==> config.mk <==
export PLATFORM = sky130hd
export DESIGN_NAME = instr_sequencer
export DESIGN_NICKNAME = d
export VERILOG_FILES = /design/src/rtl/instr_sequencer.sv
export SDC_FILE = /design/constraint.sdc
export NUM_CORES = 1
export LEC_CHECK = 0
export ABC_AREA = 1
export CAP_MARGIN = 20
export CORE_ASPECT_RATIO = 0.6
export CORE_UTILIZATION = 50
export DETAILED_ROUTE_END_ITERATION = 8
export PLACE_DENSITY = 0.68
export SLEW_MARGIN = 20
export SYNTH_ARGS = -nofsm -noshare
export SYNTH_HDL_FRONTEND = slang
export SYNTH_SLANG_ARGS = --single-unit
==> constraint.sdc <==
create_clock -name CLK50MHz -period 5.4 [get_ports CLK50MHz]
set_clock_uncertainty 0.2 [all_clocks]
set_input_delay 1.35 -clock CLK50MHz [delete_from_list [all_inputs] [get_ports CLK50MHz]]
set_output_delay 1.35 -clock CLK50MHz [all_outputs]
set_load 0.01 [all_outputs]
==> src/rtl/instr_sequencer.sv <==
// rtl/instr_sequencer.sv - program feeder that steps the multicycle processor from a loadable word memory
//
// Ports:
//   CLK50MHz, RSTb          clock and asynchronous active-low reset
//   WE, WADDR, WDATA        program-memory write port (accepted only while idle)
//   PLEN                    program length in words, latched at START (0 = empty program)
//   START                   level request to begin a run from IDLE
//   EXT, DONE               processor handshake sampled during the step strobe
//   DATA_OUT                word presented on the processor external input bus
//   STEP                    one-cycle step strobe
//   BUSY, FINISHED, ERR     run status (FINISHED/ERR sticky until the next START)
//   PC                      index of the word currently presented
module instr_sequencer #(
    parameter int DEPTH    = 16,
    parameter int STEP_GAP = 4,
    localparam int AW      = $clog2(DEPTH)
) (
    input  logic          CLK50MHz,
    input  logic          RSTb,
    input  logic          WE,
    input  logic [AW-1:0] WADDR,
    input  logic [9:0]    WDATA,
    input  logic [AW:0]   PLEN,
    input  logic          START,
    input  logic          EXT,
    input  logic          DONE,
    output logic [9:0]    DATA_OUT,
    output logic          STEP,
    output logic          BUSY,
    output logic          FINISHED,
    output logic          ERR,
    output logic [AW-1:0] PC
);

    typedef enum logic [1:0] {S_IDLE, S_SETUP, S_PULSE, S_END} state_t;

    localparam logic [7:0] GAP_RELOAD = 8'(STEP_GAP - 1);

    logic [9:0]    mem [DEPTH];

    state_t        state_q, state_d;
    logic [AW-1:0] pc_q, pc_d;
    logic [AW:0]   plen_q, plen_d;
    logic [7:0]    gap_q, gap_d;
    logic          last_q, last_d;
    logic          fin_q, fin_d;
    logic          err_q, err_d;
    logic [9:0]    data_q, data_d;
    logic          load;
    logic          overrun;

    // Program memory has no reset so a reset mid-run keeps the loaded program.
    always_ff @(posedge CLK50MHz) begin
        if (WE && state_q == S_IDLE) begin
            mem[WADDR] <= WDATA;
        end
    end

    always_comb begin
        state_d = state_q;
        pc_d    = pc_q;
        plen_d  = plen_q;
        gap_d   = gap_q;
        last_d  = last_q;
        fin_d   = fin_q;
        err_d   = err_q;
        load    = 1'b0;
        overrun = 1'b0;
        case (state_q)
            S_IDLE: begin
                if (START) begin
                    plen_d = PLEN;
                    pc_d   = '0;
                    fin_d  = 1'b0;
                    err_d  = 1'b0;
                    last_d = 1'b0;
                    gap_d  = GAP_RELOAD;
                    if (PLEN == '0) begin
                        fin_d   = 1'b1;
                        state_d = S_END;
                    end else begin
                        load    = 1'b1;
                        state_d = S_SETUP;
                    end
                end
            end
            S_SETUP: begin
                if (gap_q == 8'd0) begin
                    state_d = S_PULSE;
                end else begin
                    gap_d = gap_q - 8'd1;
                end
            end
            S_PULSE: begin
                gap_d   = GAP_RELOAD;
                state_d = S_SETUP;
                if (EXT) begin
                    if (last_q) begin
                        overrun = 1'b1;
                        err_d   = 1'b1;
                        state_d = S_END;
                    end else if ({1'b0, pc_q} == plen_q - (AW+1)'(1)) begin
                        // Last word consumed: PC stays on it so DATA_OUT keeps presenting it.
                        last_d = 1'b1;
                    end else if (pc_q != {AW{1'b1}}) begin
                        pc_d = pc_q + AW'(1);
                        load = 1'b1;
                    end
                end
                // last_d covers the case where EXT takes the last word in this same pulse.
                if (!overrun && DONE && last_d) begin
                    fin_d   = 1'b1;
                    state_d = S_END;
                end
            end
            S_END: begin
                if (!START) begin
                    state_d = S_IDLE;
                end
            end
            default: state_d = S_IDLE;
        endcase
        data_d = load ? mem[pc_d] : data_q;
    end

    always_ff @(posedge CLK50MHz or negedge RSTb) begin
        if (!RSTb) begin
            state_q <= S_IDLE;
            pc_q    <= '0;
            plen_q  <= '0;
            gap_q   <= 8'd0;
            last_q  <= 1'b0;
            fin_q   <= 1'b0;
            err_q   <= 1'b0;
            data_q  <= 10'd0;
        end else begin
            state_q <= state_d;
            pc_q    <= pc_d;
            plen_q  <= plen_d;
            gap_q   <= gap_d;
            last_q  <= last_d;
            fin_q   <= fin_d;
            err_q   <= err_d;
            data_q  <= data_d;
        end
    end

    assign DATA_OUT = data_q;
    assign STEP     = (state_q == S_PULSE);
    assign BUSY     = (state_q == S_SETUP) || (state_q == S_PULSE);
    assign FINISHED = fin_q;
    assign ERR      = err_q;
    assign PC       = pc_q;

endmodule

==> results of run 1 <==
through the flow:
| stage | setup slack, ns | utilization [%] | hold slack (ns) | instance area [um^2] | cells |
|---|---|---|---|---|---|
| final | 1.51 | 58.7 | 0.299 | 10100 | 1180 |
| after detailed placement | 1.12 | 55.3 | 0.277 | 9550 | 1146 |
| after CTS | 1.57 | 58.6 | 0.297 | 10100 | 1178 |
| after global routing | 1.31 | 58.7 | 0.324 | 10100 | 1180 |
| after global placement | 1.18 | 55.3 | 0.267 | 9550 | 1146 |
| after floorplan | 2.48 | - | 0.253 | 8910 | 894 |
power breakdown:
group / internal (uW) / switching [uW] / total (uW)
clock: 633 / 595 / 1230
sequential: 1730 / 94.8 / 1830
combinational: 634 / 1330 / 1970
layout make-up:
cell class | instances | area, um^2
clock buffers | 19 | 453
clock inverters | 13 | 114
inverters | 167 | 627
fillers | 1495 | 7130
well taps | 234 | 293
flip-flops and latches | 192 | 5610
multi-input cells | 495 | 2490
repair buffers | 60 | 556
metal layers:
layer	GRT usage [%]	wire length [um]	part of all wire, %	vias to the layer above
li1	-	-	-	3042
met1	39.6	10800	50	3028
met2	33.5	8990	41	251
met3	4.94	1770	8.1	16
met4	6.52	201	0.92	0
met5	0	0	0	-
path summary, 6_finish.rpt:
| kind | startpoint | to | slack (ns) | depth (start not counted) |
|---|---|---|---|---|
| max in group asynchronous | RSTb | DATA_OUT[6] | 3.51 | 2 |
| max reg2reg | plen_q[0] | DATA_OUT[6] | 1.95 | 19 |
| min reg2reg | DATA_OUT[0] | DATA_OUT[0] | 0.30 | 2 |
| min | DATA_OUT[0] | DATA_OUT[0] | 0.30 | 2 |
| min in group asynchronous | RSTb | plen_q[1] | 1.14 | 2 |
| max | EXT | DATA_OUT[6] | 1.51 | 13 |
Yosys cell counts:
master / count / share of area [%]
o22ai_1: 1 / 0.070
o21ai_1: 1 / 0.056
or2_2: 1 / 0.070
a22oi_1: 2 / 0.17
nand2_4: 1 / 0.13
o21ai_2: 1 / 0.098
edfxtp_1: 160 / 54
dfrtp_1: 32 / 9.0
xor2_1: 3 / 0.29
inv_2: 7 / 0.29
nand3b_1: 40 / 3.4
nor3_2: 2 / 0.22
nand2_1: 162 / 6.8
ha_1: 8 / 1.1
nand3_1: 190 / 11
nor3_1: 6 / 0.34
nand4_2: 1 / 0.14
a21oi_1: 13 / 0.73
nand2_2: 3 / 0.21
nand3_2: 2 / 0.22
clkinv_1: 1 / 0.042
a31oi_1: 1 / 0.070
nor2_2: 1 / 0.070
nor2_1: 39 / 1.6
nand4_1: 2 / 0.14
nor4_1: 1 / 0.070
buf_4: 1 / 0.084
o21ai_0: 9 / 0.51
clkbuf_1: 3 / 0.13
inv_1: 159 / 6.7
buf_2: 36 / 2.0
o31ai_1: 2 / 0.17
nor2_4: 2 / 0.25
nand3_4: 1 / 0.20
sequential cells by signal, summed over array words and instances (netlist names):
register	flops
ERR	1
mem	160
state_q	2
DATA_OUT	10
last_q	1
FINISHED	1
gap_q	8
PC	4
plen_q	5
logic make-up after synthesis:
logic type               count (synthesis)  share of synthesized area [%]
adder cells (fa/ha/maj)                  8                           1.12
flip-flops                             192                           62.9
buffers and inverters                  207                           9.26
AO/OA/AOI/OAI                           30                           1.87
AND/OR/NAND/NOR                        454                           24.6
XOR/XNOR                                 3                          0.295
worst register-to-register path, cell delays in order, from the launching register on:
cell,delay (ns)
dfrtp_1,0.39
inv_1,0.09
ha_1,0.31
nand2_1,0.07
inv_1,0.04
nor2_1,0.07
nand2_1,0.06
nor2_1,0.13
nand3_2,0.15
nand3_2,0.11
nand2_2,0.07
nand3_4,0.09
buf_4,0.69
nand3_1,0.25
nand3_1,0.17
nand3_1,0.13
nand3_1,0.12
nand2_1,0.06
nand2_1,0.06
nand2_1,0.07
==> flow_summary.json, run 1 <==
{
  "peakVddDrop_mv": 0.298,
  "wl_per_cell_um": 18.5,
  "critPathTopFamily": "simple AND/OR/NAND/NOR gates",
  "dr.first_iter.drc_count": 672,
  "synth.cell_area_um2": 8910,
  "grt_usage_pct": 24.7,
  "grt_start_max_net_pins": 82,
  "setup_tns_ns": 0,
  "maxSlewViolCount": 0,
  "grt_pass1_wl_mm": 33.8,
  "arrival_ns": 4.00,
  "hold_viol": 0,
  "synth_seq_cells": 192,
  "period_share_pct": 72.1,
  "yosysSeqAreaShare_pct": 62.9,
  "powerDensity_nw_per_um2": 495,
  "cts_buffer_depth": 2,
  "p_leak_uw": 0.00432,
  "die_w_um": 174,
  "fin_nets": 966,
  "worstSetupStartpointType": "input pin",
  "required_ns": 5.51,
  "row_count": 37,
  "cts_tree": "done",
  "hold_buffers": 0,
  "critical-path-max-stage-delay_ns": 0.73,
  "critPathBufInv": 3,
  "status": "finished, final reports clean",
  "postRouteAntennaNets": 0,
  "power_uw": 5020,
  "synth_cell_type_count": 34,
  "cp_max_fo": 80,
  "dr.pass1.iters": 5,
  "slowest_stage": "buf_4",
  "synth.net_count": 927,
  "path_cells": "clkdlybuf4s50_1 -> inv_1 -> nor2_1 -> nand4_2 -> nand2_2 -> buf_4 -> nand3_1 -> nand3_1 -> nand3_1 -> nand3_1 -> nand2_1 -> nand2_1 -> nand2_1",
  "post_cts_buffers": 0,
  "fmax_mhz": 257,
  "start_util_pct": 51.6,
  "diodes": 0,
  "maxCapViolCount": 0,
  "end_kind": "flip-flop",
  "antenna_found_initial": 0,
  "clk_latency_ns": 0.44,
  "layout_commonest_cell": "nand3_1",
  "place_congestion": 0.844,
  "postSynthCellCount": 894,
  "cts_buffers": 17,
  "relSlewSlack_pct": 36.0,
  "cts_root_buffer": "clkbuf_16",
  "final_cell_mix": "nand3_1 (190), nand2_1 (162), edfxtp_1 (160)",
  "dp_hpwl_mm": 13.4,
  "portBuffers": 42,
  "syn_area_per_cell_um2": 9.97,
  "cts_repair_resize_count": 0,
  "vias_per_cell": 5.37,
  "yosys_warnings": 0,
  "h-tree-depth": 4,
  "core_um2": 17300,
  "worst_slew_pin_slew_ns": 0.957,
  "path_clk_slew_ns": 0.07,
  "critical_path_class": "input pin to flip-flop",
  "wirelength_mm": 21.8,
  "drcViolationCount": 0,
  "crit_path_frequent_cell": "nand3_1",
  "pin_count": 43,
  "layout-drive-gt1-share_pct": 7.82,
  "clkSinkCount": 192,
  "dieArea_um2": 18400,
  "grt_pass1_vias": 5782,
  "grt-ovfl-total": 0,
  "vias": 6337,
  "area_delta_synth_final_pct": 13.7,
  "period_needed_ns": 3.89,
  "holdCritPathClass": "flip-flop to flip-flop",
  "setup_viol": 0,
  "dieHeight_um": 105,
  "rsz0062_at_grt": "false"
}
No activity file was read; power rests on OpenSTA's default activity.
==> run 2, diff against run 1 <==
==> constraint.sdc (replaced) <==
create_clock -name CLK50MHz -period 3.7 [get_ports CLK50MHz]
set_clock_uncertainty 0.2 [all_clocks]
set_input_delay 0.925 -clock CLK50MHz [delete_from_list [all_inputs] [get_ports CLK50MHz]]
set_output_delay 0.925 -clock CLK50MHz [all_outputs]
set_load 0.01 [all_outputs]
==> run 2 against run 1 <==
  * Worst hold slack got worse by 0.0065 ns
  * Via count increased by 1.0%
  * Critical path depth decreased by 10
  * Global-route usage hardly changed
  * Sequential share of layout area down 0.71 points
  * Sequential cell count unchanged
  * Non-clock buffer count up 10
  * Power up 47%
  * Clock power up 43%
  * Setup slack worse by 0.79 ns
  * Final cell count up 0.85%
  * Die area did not move
  * Largest cell class unchanged
  * Largest power group unchanged
  * Highest routed layer unchanged
==> flow_summary.json, run 2 (synthesis results as in run 1) <==
{
  "dr.pass1.iters": 6,
  "dp.cells": 1158,
  "final_cells": 1190,
  "layout_commonest_cell": "nand3_1",
  "dieArea_um2": 18400,
  "cts_buffer_depth": 2,
  "hold_buffers": 0,
  "critical-path-max-stage-delay_ns": 0.60,
  "maxSlewViolCount": 0,
  "vias": 6403,
  "grt-ovfl-total": 0,
  "layout-drive-gt1-share_pct": 8.26,
  "critPathTopFamily": "buffers and inverters",
  "maxCapViolCount": 0,
  "dr.first_iter.drc_count": 826,
  "core_um2": 17300,
  "critical_path_class": "flip-flop to output port",
  "clkSinkCount": 192,
  "use_met3_pct": 4.73,
  "postPlaceCellArea_um2": 9710,
  "wl_per_cell_um": 18.2,
  "status": "finished, final reports clean",
  "grt_pass1_vias": 5881,
  "powerDensity_nw_per_um2": 721,
  "diodes": 0,
  "hold_viol": 0,
  "cts_root_buffer": "clkbuf_16",
  "p_leak_uw": 0.00440,
  "area_delta_synth_final_pct": 15.2,
  "dieHeight_um": 105,
  "postRouteAntennaNets": 0,
  "post_cts_buffers": 0,
  "dp_hpwl_mm": 13.6,
  "drcViolationCount": 0,
  "peakVddDrop_mv": 0.444,
  "final_cell_mix": "nand3_1 (190), nand2_1 (162), edfxtp_1 (160)",
  "cts_buffers": 17,
  "r2r_setup_slack_ns": 0.73,
  "clk_latency_ns": 0.43,
  "critPathBufInv": 2,
  "path_cells": "inv_1 -> ha_1 -> clkdlybuf4s50_1",
  "antenna_found_initial": 0,
  "cts_tree": "done",
  "fin_nets": 976,
  "die_w_um": 174,
  "cp_max_fo": 7,
  "period_share_pct": 80.5,
  "largest_register": "mem",
  "start_util_pct": 51.6,
  "place_congestion": 0.848,
  "h-tree-depth": 4,
  "largest_register_ffs": 160,
  "worstSetupStartpointType": "flip-flop",
  "rsz0062_at_grt": "false",
  "end_kind": "output port",
  "cts_repair_resize_count": 0,
  "required_ns": 2.57,
  "period_needed_ns": 2.98,
  "setup_viol": 0,
  "slowest_stage": "clkdlybuf4s50_1",
  "relSlewSlack_pct": 48.3,
  "grt_usage_pct": 24.7,
  "portBuffers": 42,
  "fmax_mhz": 336,
  "wirelength_mm": 21.7,
  "grt_pass1_wl_mm": 33.9,
  "holdCritPathClass": "flip-flop to flip-flop",
  "row_count": 37,
  "setup_tns_ns": 0,
  "pin_count": 43,
  "grt_use_met2_pct": 34.3,
  "worst_slew_pin_slew_ns": 0.774,
  "busiest_layer": "met1",
  "grt_start_max_net_pins": 81,
  "arrival_ns": 1.85,
  "vias_per_cell": 5.38,
  "design_area_um2": 10300,
  "path_clk_slew_ns": 0.07,
  "grt_use_met1_pct": 39.3
}
## run 2: cell types whose count changed in the layout (fill, tap and decap cells not counted), moves of 3 or more
cell | previous run | this run
buf_12 | 0 | 6
clkbuf_1 | 0 | 3
inv_6 | 6 | 1
nor2_2 | 4 | 1
nor2_1 | 36 | 39
buf_4 | 18 | 22
inv_4 | 0 | 3
## run 2: area by class of cell
| cell class | instances | area [um^2] |
|---|---|---|
| clock inverter | 11 | 95.1 |
| multi-input combinational | 495 | 2480 |
| clock buffer | 21 | 462 |
| tap | 234 | 293 |
| timing repair buffer | 70 | 706 |
| fill | 1431 | 7000 |
| inverter | 167 | 627 |
| sequential | 192 | 5610 |
## run 2: power by group
group / total, uW / switching [uW] / internal (uW)
registers: 2670 / 138 / 2530
logic: 2980 / 1930 / 1040
clock network: 1760 / 838 / 922
## run 2: path summary, 6_finish.rpt
check                             from           to  depth (start not counted)
max                         state_q[0]         STEP                          3
min                        DATA_OUT[6]  DATA_OUT[6]                          2
max reg2reg                  plen_q[0]  DATA_OUT[4]                         19
min reg2reg                DATA_OUT[6]  DATA_OUT[6]                          2
max in group asynchronous         RSTb  DATA_OUT[2]                          2
min in group asynchronous         RSTb    plen_q[4]                          2
## run 2: stage by stage
| stage | utilization (%) | hold slack, ns | worst slack, ns | power, uW |
|---|---|---|---|---|
| after CTS | 59.5 | 0.292 | 0.717 | 7400 |
| after global routing | 59.5 | 0.332 | 0.464 | 7830 |
| after global placement | 56.2 | 0.268 | 0.362 | 5610 |
| final | 59.5 | 0.292 | 0.721 | 7400 |
| after detailed placement | 56.2 | 0.274 | 0.339 | 5650 |
| after floorplan | - | 0.253 | 1.21 | 4680 |
## run 2: routing by layer
layer | part of all wire [%] | wire length, um
met4 | 0.82 | 178
met3 | 8.5 | 1830
met1 | 49 | 10600
met5 | 0 | 0
met2 | 42 | 9100
## run 2: worst reg2reg max path, stage by stage, from the launching register on
cell and delay, ns:
dfrtp_1 0.38, inv_1 0.09, ha_1 0.31, nand2_1 0.07
inv_1 0.04, nor2_1 0.08, nand2_1 0.05, nor2_1 0.13
nand3_2 0.15, nand3_2 0.11, nand2_2 0.07, nand3_4 0.10
buf_12 0.34, nand3b_1 0.15, nand3_1 0.13, nand3_1 0.10
nand3_1 0.18, nand2_1 0.07, nand2_1 0.07, nand2_1 0.05
